[config.mk]
export PLATFORM = sky130hd
export DESIGN_NAME = answer_arbiter
export DESIGN_NICKNAME = d
export VERILOG_FILES = /design/src/rtl/answer_arbiter.sv
export SDC_FILE = /design/constraint.sdc
export NUM_CORES = 1
export LEC_CHECK = 0
export BUFFER_PORTS_ARGS = -buffer_cell sky130_fd_sc_hd__buf_4
export CAP_MARGIN = 20
export CORE_ASPECT_RATIO = 1.1
export CORE_MARGIN = 1.5
export CORE_UTILIZATION = 50
export CTS_BUF_LIST = sky130_fd_sc_hd__clkbuf_4 sky130_fd_sc_hd__clkbuf_8
export CTS_CLUSTER_SIZE = 40
export DETAILED_ROUTE_END_ITERATION = 10
export PLACE_DENSITY = 0.8
export SYNTH_ARGS = -nofsm -noshare
export SYNTH_HDL_FRONTEND = slang
export SYNTH_SLANG_ARGS = --single-unit
[constraint.sdc]
create_clock -name clk -period 3.25 [get_ports clk]
set_input_delay 0.65 -clock clk [delete_from_list [all_inputs] [get_ports clk]]
set_output_delay 0.65 -clock clk [all_outputs]
set_load 0.02 [all_outputs]
[src/rtl/answer_arbiter.sv]
// Round sequencer and first-buzz arbiter for the quiz machine: synchronises host and
// contestant inputs, drives the countdown run/reset lines and latches the winning channel.
module answer_arbiter #(
    parameter int N = 4
) (
    input  logic         clk,
    input  logic         rst_n,
    input  logic         start,
    input  logic         clear,
    input  logic [N-1:0] btn,
    input  logic         time_up,
    output logic         cd_run,
    output logic         cd_rst_n,
    output logic [3:0]   winner,
    output logic [N-1:0] foul,
    output logic [N-1:0] excluded,
    output logic [1:0]   state,
    output logic         alarm
);

    localparam int S = N + 2;

    typedef enum logic [1:0] {
        IDLE    = 2'd0,
        COUNT   = 2'd1,
        LOCKED  = 2'd2,
        TIMEOUT = 2'd3
    } state_t;

    state_t       st;
    logic [S-1:0] raw;
    logic [S-1:0] sync1;
    logic [S-1:0] sync2;
    logic [S-1:0] prev;
    logic [S-1:0] rise;
    logic [N-1:0] btn_e;
    logic         start_e;
    logic         clear_e;
    logic [N-1:0] eligible;
    logic [3:0]   first_idx;
    logic [N-1:0] win_mask;

    assign raw = {clear, start, btn};

    // Two-flop synchroniser followed by a one-sample history for edge detection.
    always_ff @(posedge clk or negedge rst_n) begin
        if (!rst_n) begin
            sync1 <= '0;
            sync2 <= '0;
            prev  <= '0;
        end else begin
            sync1 <= raw;
            sync2 <= sync1;
            prev  <= sync2;
        end
    end

    assign rise     = sync2 & ~prev;
    assign btn_e    = rise[N-1:0];
    assign start_e  = rise[N];
    assign clear_e  = rise[N+1];
    assign eligible = btn_e & ~excluded;

    // Descending scan so the lowest eligible channel wins a tie.
    always_comb begin
        first_idx = 4'd0;
        for (int i = N - 1; i >= 0; i--) begin
            if (eligible[i]) first_idx = 4'(i + 1);
        end
    end

    always_comb begin
        win_mask = '0;
        for (int i = 0; i < N; i++) begin
            if (winner == 4'(i + 1)) win_mask[i] = 1'b1;
        end
    end

    always_ff @(posedge clk or negedge rst_n) begin
        if (!rst_n) begin
            st       <= IDLE;
            winner   <= 4'd0;
            foul     <= '0;
            excluded <= '0;
            cd_run   <= 1'b0;
            cd_rst_n <= 1'b0;
            alarm    <= 1'b0;
        end else if (clear_e) begin
            st       <= IDLE;
            winner   <= 4'd0;
            foul     <= '0;
            excluded <= '0;
            cd_run   <= 1'b0;
            cd_rst_n <= 1'b0;
            alarm    <= 1'b0;
        end else begin
            case (st)
                IDLE: begin
                    foul     <= foul | btn_e;
                    excluded <= excluded | btn_e;
                    if (start_e) begin
                        st       <= COUNT;
                        cd_rst_n <= 1'b1;
                        cd_run   <= 1'b1;
                    end
                end
                COUNT: begin
                    if (|eligible) begin
                        st     <= LOCKED;
                        winner <= first_idx;
                        cd_run <= 1'b0;
                    end else if (time_up || (&excluded)) begin
                        st     <= TIMEOUT;
                        cd_run <= 1'b0;
                        alarm  <= 1'b1;
                    end
                end
                LOCKED: begin
                    // Wrong answer: bar this contestant and resume the paused countdown.
                    if (start_e) begin
                        excluded <= excluded | win_mask;
                        winner   <= 4'd0;
                        st       <= COUNT;
                        cd_run   <= 1'b1;
                    end
                end
                TIMEOUT: begin
                    cd_run <= 1'b0;
                    alarm  <= 1'b1;
                end
                default: st <= IDLE;
            endcase
        end
    end

    assign state = st;

endmodule

==> flow_summary.toml, run 1 <==
[placement]
placed_cell_area_um2 = 1513
dp_hpwl_um = 1772
io_buffers = 24
dp_slack_ns = 1.492
place.gp.congestion = 0.9076

[global_route]
grtUsageTotal_pct = 19.70
antenna_found_initial = 0
grt_pass1_wl_um = 4098
grt_pass1_vias = 910
grt_max_degree = 35
grt_overflow = 0

[clocking]
clkLatencyLatePin_ns = 0.33
numCtsBuffers = 5
cts_root_buffer = "clkbuf_4"
clk_path_buf_depth = 2
clk_pin_slew_ns = 0.09
tritoncts = "done"
cts_hold_buf = 0
cts.sinks = 34
post_cts_buffers = 0
cts_resized = 0
htree_levels = 2

[worst_setup_path]
critPathLaunchType = "flip-flop"
r2r_slack_ns = 1.48
r2r_start = "sync2[2]$_DFF_PN0_"
critPathMaxStageDelay_ns = 0.56
end_kind = "flip-flop"
worst-r2r-cell-count = 4
r2r-end = "cd_run$_DFFE_PN0P_"
worstPathRequired_ns = 3.47
path_cells = "nor3b_2 > or4_4 > o31a_1 > o22a_1"
crit_fanout = 4
slowest_stage = "or4_4"
arrival_ns = 2.00
crit_type = "reg2reg"

[die]
dieArea_um2 = 2934
die_h_um = 56.66
die_x_um = 51.78
fp.coreArea_um2 = 2496
start_util_pct = 52.43
num_io_pins = 26
rows = 19

[power]
power_per_cell_area_nw_per_um2 = 683.8
irDropWorstVdd_uv = 474.7
leakagePower_nw = 0.7371

[yosys]
yosysTopAreaCell = "dfrtp_1"
synth_area_per_cell_um2 = 11.38
synth.net_count = 124
synthFlopType = "dfrtp_1"
synth_top_area_share_pct = 65.01
synth_commonest_cells = "dfrtp_1, nor2_1, a21oi_1, o21ai_0"
async_flop_share_pct = 100.0
synth_area_um2 = 1309
synth-edff-count = 0
yosysMostFrequentCell = "dfrtp_1"
synth_cells = 115
ys_types = 28
yosys_warnings = 0
ys_seq_elements = 34
ys_top_cells_by_area = "dfrtp_1, nor2_1, a21oi_1"
ys_seq_area_share_pct = 65.01

[routing]
firstDrtPassIters = 4
drc = 0
ant_nets = 0
via_count = 955
wirelength_um = 2421
wl_per_cell_um = 13.83
viasPerCell = 5.457
drt_iter0_drc = 23

[sta]
period_share_pct = 54.59
setup_tns_ns = 0
worst_pin_slew_ns = 0.9711
finClkSkew_ns = 0.009182
period_needed_ns = 1.774
drv_slew = 0
rsz0062_at_grt = "no"
slew_headroom_pct = 35.12
finalWorstSetupSlack_ns = 1.476
report.final.hold_viol_count = 0
setup_viol = 0
max_freq_ghz = 0.5636

[cells_and_area]
nets = 152
antennaDiodeCount = 0
area_growth_pct = 20.46
fin_area_um2 = 1577
drive_above_1_share_pct = 25.00

[run_status]
status = "finished, final reports clean"

[min_path]
hp-class = "in2async"

[job]
drv_cap = 0
==> logic make-up after synthesis <==
group                  count (synthesis)  share of synthesized area (%)
other                                  1                         0.2865
AO/OA/AOI/OAI                         26                          12.43
flip-flops                            34                          65.01
buffers and inverters                  7                          2.295
AND/OR/NAND/NOR                       47                          19.98
==> worst max path at each step <==
| stage | start | end | slack [ns] | depth (start not counted) |
|---|---|---|---|---|
| 6_report | sync2[2]$_DFF_PN0_ | cd_run$_DFFE_PN0P_ | 1.48 | 4 |
| 5_1_grt | sync2[5]$_DFF_PN0_ | winner[0]$_DFFE_PN0P_ | 1.32 | 4 |
| 4_1_cts | sync2[2]$_DFF_PN0_ | cd_run$_DFFE_PN0P_ | 1.48 | 4 |
| 3_5_place_dp | sync2[2]$_DFF_PN0_ | cd_run$_DFFE_PN0P_ | 1.49 | 4 |
| 3_3_place_gp | sync2[2]$_DFF_PN0_ | cd_run$_DFFE_PN0P_ | 1.53 | 4 |
| 2_1_floorplan | excluded[2]$_DFFE_PN0P_ | cd_run$_DFFE_PN0P_ | 1.52 | 4 |
==> state kept, by name, indices dropped and copies added (netlist names) <==
name,count
alarm,1
cd_rst_n,1
cd_run,1
excluded,4
foul,4
prev,6
state,2
sync1,6
sync2,6
winner,3
==> worst max-delay path: cells and delay by family, from the launching register on <==
family           cells  cell delay, ns
AO/OA/AOI/OAI        2            0.51
AND/OR/NAND/NOR      2            0.75
flip-flops           1            0.42
==> layout by cell type, fill, tap and decap left out, types with 2 or more instances in the layout <==
| master | count |
|---|---|
| inv_1 | 4 |
| buf_4 | 24 |
| nand3_1 | 4 |
| a31oi_1 | 3 |
| nor4b_1 | 2 |
| nor3_1 | 3 |
| nor2_1 | 15 |
| nor3b_1 | 2 |
| a21oi_1 | 9 |
| nor3b_2 | 2 |
| o21ai_0 | 7 |
| dfrtp_1 | 34 |
| nand2b_1 | 5 |
| clkbuf_4 | 6 |
| nand2_1 | 5 |
| nor2b_1 | 5 |
==> stage by stage <==
| stage | util, % | hold slack (ns) | power [mW] | cells |
|---|---|---|---|---|
| 2_1_floorplan | - | 0.3312 | 0.7130 | 115 |
| 5_1_grt | 63.16 | 0.2638 | 1.138 | 175 |
| 3_3_place_gp | 60.60 | 0.3326 | 0.8375 | 167 |
| 4_1_cts | 63.16 | 0.2375 | 1.087 | 175 |
| 3_5_place_dp | 60.60 | 0.3373 | 0.8433 | 167 |
| 6_report | 63.16 | 0.2333 | 1.078 | 175 |
==> area by class of cell <==
| class | instances | area [um^2] |
|---|---|---|
| clock buffers | 7 | 58.81 |
| clock inverters | 1 | 5.005 |
| fillers | 216 | 919.6 |
| inverters | 4 | 15.01 |
| multi-input cells | 74 | 427.9 |
| flip-flops and latches | 34 | 850.8 |
| well taps | 31 | 38.79 |
| repair buffers | 24 | 180.2 |
==> where the power goes <==
| part | leakage, nW | switching (mW) | internal (mW) |
|---|---|---|---|
| Sequential | 0.418 | 0.0633 | 0.481 |
| Combinational | 0.280 | 0.169 | 0.121 |
| Clock | 0.0387 | 0.131 | 0.113 |
| Total | 0.737 | 0.363 | 0.715 |
==> metal layers <==
layer | up-vias | share of wire, % | track usage, %
met3 | 12 | 6.0 | 5.319
met5 | - | 0 | 0
met4 | 0 | 4.0 | 14.29
met1 | 446 | 41 | 26.99
li1 | 458 | - | -
met2 | 39 | 49 | 26.74
No activity file was read; power rests on OpenSTA's default activity.
==> run 2, diff against run 1 <==
--- a/config.mk
+++ b/config.mk
@@ -13,7 +13,7 @@
 export CTS_BUF_LIST = sky130_fd_sc_hd__clkbuf_4 sky130_fd_sc_hd__clkbuf_8
 export CTS_CLUSTER_SIZE = 40
 export DETAILED_ROUTE_END_ITERATION = 10
-export PLACE_DENSITY = 0.8
+export PLACE_DENSITY = 0.82
 export SYNTH_ARGS = -nofsm -noshare
 export SYNTH_HDL_FRONTEND = slang
 export SYNTH_SLANG_ARGS = --single-unit
==> constraint.sdc (replaced) <==
create_clock -name clk -period 1.5 [get_ports clk]
set_input_delay 0.3 -clock clk [delete_from_list [all_inputs] [get_ports clk]]
set_output_delay 0.3 -clock clk [all_outputs]
set_load 0.02 [all_outputs]
==> flow_summary.toml, run 2 (synthesized netlist as in run 1, its figures left out) <==
[sta]
setup_viol = 6
period_needed_ns = 1.647
report.final.hold_viol_count = 0
drv_slew = 0
period_share_pct = 109.8
finalWorstSetupSlack_ns = -0.1474
rsz0062_at_grt = "yes"
finClkSkew_ns = 0.01003
max_freq_ghz = 0.6070

[clocking]
clk_path_buf_depth = 2
cts.sinks = 34
tritoncts = "done"
numCtsBuffers = 5
clkLatencyLatePin_ns = 0.33
cts_root_buffer = "clkbuf_4"
htree_levels = 2
clk_pin_slew_ns = 0.10

[worst_setup_path]
crit_fanout = 3
end_kind = "flip-flop"
critPathMaxStageDelay_ns = 0.55
cp_top_family = "simple AND/OR/NAND/NOR gates"
worst-path-buf-inv = 0
critPathLaunchType = "flip-flop"
path_cells = "nor3b_4 > or4_4 > o31a_1 > o22a_1"
crit_cells = 4
worstPathRequired_ns = 1.72
slowest_stage = "or4_4"
worst-r2r-cell-count = 4
arrival_ns = 1.87
crit_type = "reg2reg"

[cells_and_area]
final_core_util_pct = 70.23
nets = 171
fin_area_um2 = 1753
area_growth_pct = 33.94
final_cell_mix = "buf_4, dfrtp_1, nor2_1"
reg_top3 = "prev x6, sync1 x6, sync2 x6"
final_common_cell = "buf_4"
antennaDiodeCount = 0
drive_above_1_share_pct = 34.97

[routing]
ant_nets = 0
drt_iter0_drc = 30
drc = 0
dr_wl_met2_um = 1348
via_count = 1018
wl_per_cell_um = 13.47
firstDrtPassIters = 4
wl_met1_um = 1086
top_layer_used = "met4"
viasPerCell = 5.247
routed-wl-met3_um = 143
wirelength_um = 2613

[power]
irDropWorstVdd_uv = 1140
power_per_cell_area_nw_per_um2 = 1464
leakagePower_nw = 0.8383

[placement]
place.gp.congestion = 0.8751
placed_cell_area_um2 = 1655
io_buffers = 24

[die]
start_util_pct = 52.43
rows = 19
dieArea_um2 = 2934
die_h_um = 56.66
num_io_pins = 26
die_x_um = 51.78
fp.coreArea_um2 = 2496

[global_route]
grt_max_degree = 35
grt_pass1_wl_um = 4381
antenna_found_initial = 0
grtUsageTotal_pct = 21.20
grt_overflow = 0
grt_pass1_vias = 1018

[min_path]
hold_depth = 1
hp-class = "in2reg"

[run_status]
failed_checks = "negative setup slack"
status = "finished with violations"

[job]
drv_cap = 0
run 2: changes by cell type in the layout (fill, tap and decap cells not counted), sizes merged:
| cell | previous run | this run |
|---|---|---|
| clkbuf | 7 | 5 |
| bufinv | 0 | 1 |
| buf | 24 | 42 |
| clkinv | 1 | 2 |
| dlygate4sd3 | 0 | 1 |
run 2: path summary, 6_finish.rpt:
path | startpoint | to | slack [ns]
max | sync2[1]$_DFF_PN0_ | cd_run$_DFFE_PN0P_ | -0.15
min | btn[3] | sync1[3]$_DFF_PN0_ | 0.07
max reg2reg | sync2[1]$_DFF_PN0_ | cd_run$_DFFE_PN0P_ | -0.15
min reg2reg | sync1[5]$_DFF_PN0_ | sync2[5]$_DFF_PN0_ | 0.36
max in group asynchronous | rst_n | excluded[2]$_DFFE_PN0P_ | 0.75
min in group asynchronous | rst_n | excluded[3]$_DFFE_PN0P_ | 0.43
run 2: area by class of cell:
| type | instances | area, um^2 |
|---|---|---|
| sequential | 34 | 853.3 |
| clock buffer | 5 | 37.54 |
| inverter | 4 | 15.01 |
| multi-input combinational | 74 | 442.9 |
| clock inverter | 3 | 40.04 |
| timing repair buffer | 43 | 325.3 |
| tap | 31 | 38.79 |
| fill | 192 | 743.2 |
run 2: through the flow:
step | instances | setup TNS [ns] | setup slack (ns) | hold WS, ns | power, mW
2_1_floorplan | 115 | -0.1228 | -0.1127 | 0.004409 | 1.559
3_3_place_gp | 184 | -0.1115 | -0.1004 | 0.2563 | 1.928
3_5_place_dp | 184 | -0.1823 | -0.1243 | 0.2656 | 1.941
4_1_cts | 194 | -0.3367 | -0.1567 | 0.04750 | 2.596
5_1_grt | 194 | -0.9518 | -0.1899 | 0.04043 | 2.706
6_report | 194 | -0.3093 | -0.1474 | 0.06657 | 2.567
run 2: repair_timing:
item / 4_1_cts / 5_1_grt
hold buffers: 1 / 0
endpoints found under the hold margin: 34 / 0
buffers inserted: 1 / 0
resized for setup: 2 / 0
pin swaps: 3 / 0
endpoints found under the setup margin: 3 / 7
gates cloned: 0 / 0
run 2: where the power goes:
group	switching, mW	total, mW	internal, mW
combinational	0.427	0.782	0.355
sequential	0.104	1.15	1.04
clock	0.292	0.637	0.345
run 2: worst reg2reg max path, stage by stage, from the launching register on:
cell and delay (ns):
dfrtp_1 0.39, nor3b_4 0.15, or4_4 0.55, o31a_1 0.26
o22a_1 0.20
run 2: layer usage:
metal | GRT usage (%) | up-vias
met5 | 0 | -
met2 | 35.16 | 29
met4 | 9.774 | 0
met3 | 7.447 | 4
li1 | - | 496
met1 | 24.13 | 489
